`config.mk`:
```
export PLATFORM = sky130hd
export DESIGN_NAME = id_ex_operand_stage
export DESIGN_NICKNAME = d
export VERILOG_FILES = /design/src/rtl/id_ex_operand_stage_pkg.sv /design/src/rtl/id_ex_operand_stage_forward_select.sv /design/src/rtl/id_ex_operand_stage.sv
export SDC_FILE = /design/constraint.sdc
export NUM_CORES = 1
export LEC_CHECK = 0
export BUFFER_PORTS_ARGS = -buffer_cell sky130_fd_sc_hd__buf_2
export CAP_MARGIN = 10
export CORE_UTILIZATION = 42
export DETAILED_ROUTE_END_ITERATION = 8
export PLACE_DENSITY_LB_ADDON = 0.25
export SYNTH_ARGS = -nofsm -noshare
export SYNTH_HDL_FRONTEND = slang
export SYNTH_SLANG_ARGS = --single-unit
```
`constraint.sdc`:
```
create_clock -name CLK -period 3.33 [get_ports CLK]
set_input_delay 0.999 -clock CLK [delete_from_list [all_inputs] [get_ports CLK]]
set_output_delay 0.999 -clock CLK [all_outputs]
set_load 0.005 [all_outputs]
```
`src/rtl/id_ex_operand_stage_pkg.sv`:
```
// Shared encodings for the ID/EX operand stage: forwarding select codes and the
// ALU opcode that a bubble carries.
package id_ex_operand_stage_pkg;

  typedef enum logic [1:0] {
    FWD_REG = 2'b00,
    FWD_W   = 2'b01,
    FWD_M   = 2'b10
  } fwd_sel_t;

  localparam logic [3:0] ALU_ADD = 4'b0000;

endpackage

```
`src/rtl/id_ex_operand_stage_forward_select.sv`:
```
// Per-source forwarding decision: MEM result beats WB result, and register 0
// never forwards.
module forward_select
  import id_ex_operand_stage_pkg::*;
#(
  parameter int RW = 5
) (
  input  logic [RW-1:0] src,
  input  logic [RW-1:0] write_reg_m,
  input  logic [RW-1:0] write_reg_w,
  input  logic          reg_write_m,
  input  logic          reg_write_w,
  output fwd_sel_t      sel
);

  always_comb begin
    sel = FWD_REG;
    if (reg_write_m && (write_reg_m != '0) && (write_reg_m == src)) begin
      sel = FWD_M;
    end else if (reg_write_w && (write_reg_w != '0) && (write_reg_w == src)) begin
      sel = FWD_W;
    end
  end

endmodule

```
`src/rtl/id_ex_operand_stage.sv`:
```
// ID/EX pipeline register with stall/flush, plus combinational MEM/WB operand
// forwarding feeding the ALU inputs and the store data path.
module id_ex_operand_stage
  import id_ex_operand_stage_pkg::*;
#(
  parameter int AWL = 6,
  parameter int DWL = 32
) (
  input  logic             CLK,
  input  logic             RST,
  input  logic             StallE,
  input  logic             FlushE,
  input  logic [DWL-1:0]   RD1D,
  input  logic [DWL-1:0]   RD2D,
  input  logic [DWL-1:0]   ImmD,
  input  logic [AWL-2:0]   RsD,
  input  logic [AWL-2:0]   RtD,
  input  logic [AWL-2:0]   RdD,
  input  logic [AWL-2:0]   ShamtD,
  input  logic [AWL-3:0]   ALUSelD,
  input  logic             ALUSrcD,
  input  logic             RegDstD,
  input  logic             RegWriteD,
  input  logic             MemWriteD,
  input  logic             MemtoRegD,
  input  logic [DWL-1:0]   ALUOutM,
  input  logic [DWL-1:0]   ResultW,
  input  logic [AWL-2:0]   WriteRegM,
  input  logic [AWL-2:0]   WriteRegW,
  input  logic             RegWriteM,
  input  logic             RegWriteW,
  output logic [DWL-1:0]   ALUIn1E,
  output logic [DWL-1:0]   ALUIn2E,
  output logic [AWL-2:0]   ShamtE,
  output logic [AWL-3:0]   ALUSelE,
  output logic [DWL-1:0]   WriteDataE,
  output logic [AWL-2:0]   WriteRegE,
  output logic [AWL-2:0]   RsE,
  output logic [AWL-2:0]   RtE,
  output logic             RegWriteE,
  output logic             MemWriteE,
  output logic             MemtoRegE,
  output logic             ValidE
);

  localparam int RW = AWL - 1;
  localparam int SW = AWL - 2;

  logic [DWL-1:0] rd1_reg, rd2_reg, imm_reg;
  logic [RW-1:0]  rs_reg, rt_reg, rd_reg, shamt_reg;
  logic [SW-1:0]  alusel_reg;
  logic           alusrc_reg, regdst_reg, regwrite_reg, memwrite_reg, memtoreg_reg, valid_reg;

  // Flush shares the reset path so a bubble is indistinguishable from reset state.
  always_ff @(posedge CLK) begin
    if (RST || FlushE) begin
      rd1_reg      <= '0;
      rd2_reg      <= '0;
      imm_reg      <= '0;
      rs_reg       <= '0;
      rt_reg       <= '0;
      rd_reg       <= '0;
      shamt_reg    <= '0;
      alusel_reg   <= SW'(ALU_ADD);
      alusrc_reg   <= 1'b0;
      regdst_reg   <= 1'b0;
      regwrite_reg <= 1'b0;
      memwrite_reg <= 1'b0;
      memtoreg_reg <= 1'b0;
      valid_reg    <= 1'b0;
    end else if (!StallE) begin
      rd1_reg      <= RD1D;
      rd2_reg      <= RD2D;
      imm_reg      <= ImmD;
      rs_reg       <= RsD;
      rt_reg       <= RtD;
      rd_reg       <= RdD;
      shamt_reg    <= ShamtD;
      alusel_reg   <= ALUSelD;
      alusrc_reg   <= ALUSrcD;
      regdst_reg   <= RegDstD;
      regwrite_reg <= RegWriteD;
      memwrite_reg <= MemWriteD;
      memtoreg_reg <= MemtoRegD;
      valid_reg    <= 1'b1;
    end
  end

  logic [RW-1:0]  src     [2];
  logic [DWL-1:0] reg_val [2];

  assign src[0]     = rs_reg;
  assign src[1]     = rt_reg;
  assign reg_val[0] = rd1_reg;
  assign reg_val[1] = rd2_reg;

  // Index 0 is operand A (rs), index 1 is operand B (rt).
  for (genvar gi = 0; gi < 2; gi++) begin : g_fwd
    fwd_sel_t       sel;
    logic [DWL-1:0] val;

    forward_select #(.RW(RW)) u_sel (
      .src         (src[gi]),
      .write_reg_m (WriteRegM),
      .write_reg_w (WriteRegW),
      .reg_write_m (RegWriteM),
      .reg_write_w (RegWriteW),
      .sel         (sel)
    );

    assign val = (sel == FWD_M) ? ALUOutM :
                 (sel == FWD_W) ? ResultW : reg_val[gi];
  end

  assign ALUIn1E    = g_fwd[0].val;
  assign WriteDataE = g_fwd[1].val;
  assign ALUIn2E    = alusrc_reg ? imm_reg : g_fwd[1].val;
  assign WriteRegE  = regdst_reg ? rd_reg : rt_reg;
  assign ShamtE     = shamt_reg;
  assign ALUSelE    = alusel_reg;
  assign RsE        = rs_reg;
  assign RtE        = rt_reg;
  assign RegWriteE  = regwrite_reg;
  assign MemWriteE  = memwrite_reg;
  assign MemtoRegE  = memtoreg_reg;
  assign ValidE     = valid_reg;

endmodule

```
==> impl_metrics.json <==
{
  "status": "finished, violations left",
  "failed_checks": "setup timing",
  "setup_tns_ns": -36.43,
  "utilization_pct": 68.8,
  "ctsHtreeMaxLevel": 4,
  "cts_tree": "built",
  "fmax_mhz": 261,
  "place_area_sq_um": 8910,
  "initial_utilization_pct": 43.4,
  "wl_mm": 24.3,
  "syn2layout_area_growth_pct": 58.6,
  "path_max_fanout": 7,
  "synth_top_area_share_pct": 38.0,
  "final_layout_size_suffix_gt1_share_pct": 48.7,
  "clk_pin_slew_worst_paths_ns": 0.06,
  "synth.most_common_cell": "nor2_1",
  "io_pins": 329,
  "grt.total_usage_pct": 26.8,
  "firstDrtPassIters": 6,
  "drv_cap": 0,
  "crit_path_start_kind": "input pin",
  "avgSynthCellArea_sq_um": 8.64,
  "die_w_um": 128,
  "grt_pass1_vias": 6529,
  "clock-sinks": 126,
  "p_leak_nw": 4.91,
  "fin_ws_ns": -0.505,
  "ys_seq_area_share_pct": 38.0,
  "ys.flop_type": "dfxtp_1",
  "cts_made_buffers": 17,
  "arrival_ns": 2.84,
  "hold_class": "register to register",
  "ys_ff_latch": 126,
  "synth-edff-count": 0,
  "avgRoutedWirePerCell_um": 18.2,
  "hold_viol": 0,
  "gp_congestion": 0.840,
  "clk_latency_ns": 0.41,
  "yosys-top-cells-area": "dfxtp_1, mux2i_1, nor2_1",
  "cp.required_ns": 2.33,
  "fin_crit_sh_pct": 115,
  "root_buffer": "clkbuf_16",
  "power_w": 0.00399,
  "die_h_um": 128,
  "finalCriticalPeriod_ns": 3.84,
  "worstMarginPinSlew_ns": 0.577,
  "syn_area_sq_um": 6640,
  "antenna_found_initial": 1,
  "drc_errors": 0,
  "synthCells": 769,
  "final_area_sq_um": 10500,
  "io_buffers": 328,
  "synth_fp_nets": 974,
  "synthTopCellsByCount": "nor2_1, mux2i_1, dfxtp_1, a21oi_1, nor3_1",
  "gr-total-overflow": 0,
  "vias": 6907,
  "coreArea_sq_um": 15300,
  "synth_area_leader_cell": "dfxtp_1",
  "grt_max_degree": 59,
  "clockBufferDepth": 2,
  "end_kind": "output port",
  "place_ws_ns": -0.526,
  "rsz0062_at_grt": "yes",
  "die_area_sq_um": 16300,
  "criticalPathCategory": "input pin to output port",
  "synth_cell_types": 22,
  "yosys_warnings": 0,
  "first_iter_violations": 349,
  "row_count": 45,
  "setup_violations": 96,
  "max-slew-margin-rel_pct": 61.5,
  "peakVddDrop_v": 0.000318,
  "postRouteAntennaNets": 0,
  "async_reset_ff_share_pct": 0,
  "fin_nets": 1318,
  "power.density_nw_per_um2": 379,
  "grt_pass1_wl_mm": 33.4,
  "slew_violations": 0,
  "vias_per_cell": 5.17,
  "dpl.hpwl_mm": 15.3,
  "skew_ns": 0
}
-- routing by layer --
metal	track usage, %	part of all wire, %	wire, um	vias to the layer above
met4	10.5	1.9	472	0
met5	0	0	0	-
met3	7.60	7.7	1890	40
li1	-	-	-	3359
met1	30.0	40	9770	3214
met2	47.7	50	12200	294
-- cell families after synthesis --
family,Yosys count,share of synthesized area (%)
AND/OR/NAND/NOR,233,14.3
multiplexers,194,29.3
flip-flops,126,38.0
AO/OA/AOI/OAI,100,9.44
buffers and inverters,96,6.33
XOR/XNOR,20,2.64
-- stage by stage --
stage                     hold WS (ns)  instances
after CTS                        0.448       1325
after detailed placement         0.439       1279
after global routing             0.493       1335
after floorplan                  0.447        769
final                            0.445       1335
after global placement           0.434       1279
-- path summary, 6_finish.rpt --
path / depth (start not counted) / endpoint / startpoint / slack [ns]
worst max-delay path: 8 / ALUIn2E[21] / WriteRegW[4] / -0.51
worst min-delay path: 2 / ValidE$_SDFFE_PP0N_ / ValidE$_SDFFE_PP0N_ / 0.45
worst max register to register: 2 / alusrc_reg$_SDFFE_PP0N_ / alusrc_reg$_SDFFE_PP0N_ / 2.37
worst min register to register: 2 / ValidE$_SDFFE_PP0N_ / ValidE$_SDFFE_PP0N_ / 0.45
-- layout make-up --
| type | instances | area, sq um |
|---|---|---|
| inverters | 33 | 124 |
| repair buffers | 388 | 2680 |
| fillers | 1239 | 4780 |
| clock inverters | 7 | 63.8 |
| well taps | 211 | 264 |
| flip-flops and latches | 126 | 2530 |
| clock buffers | 22 | 474 |
| diodes | 1 | 2.50 |
| multi-input cells | 547 | 4390 |
-- timing repair --
action / CTS / global route
hold endpoints to repair: 0 / 0
endpoints found under the setup margin: 96 / 96
pin swaps: 14 / 28
gates cloned: 7 / 10
hold buffers: 0 / 0
buffers inserted: 10 / 4
gates resized for setup: 59 / 87
-- worst max-delay path, cell delays in order --
cell	delay, ns
buf_6	0.09
or4_4	0.53
o21a_1	0.19
and4_4	0.22
clkbuf_16	0.21
mux2i_4	0.20
a221oi_2	0.23
buf_2	0.15
-- layout by cell type (no fill, tap or decap), drive strengths merged, types with 2 or more instances in the layout --
cell,count
buf,378
mux2i,189
or4,2
dfxtp,126
clkbuf,32
clkinv,4
a21oi,65
nor3,36
inv,34
nor2,190
mux2,5
xor2,14
xnor2,6
a221oi,32
and4,2
o21a,2
-- power breakdown --
group	total [W]	internal [W]	switching, W
combinational	0.000679	0.000354	0.000325
sequential	0.00160	0.00156	0.0000404
clock	0.00171	0.00107	0.000645
total	0.00399	0.00298	0.00101
Power figures use the tool's default switching activity.
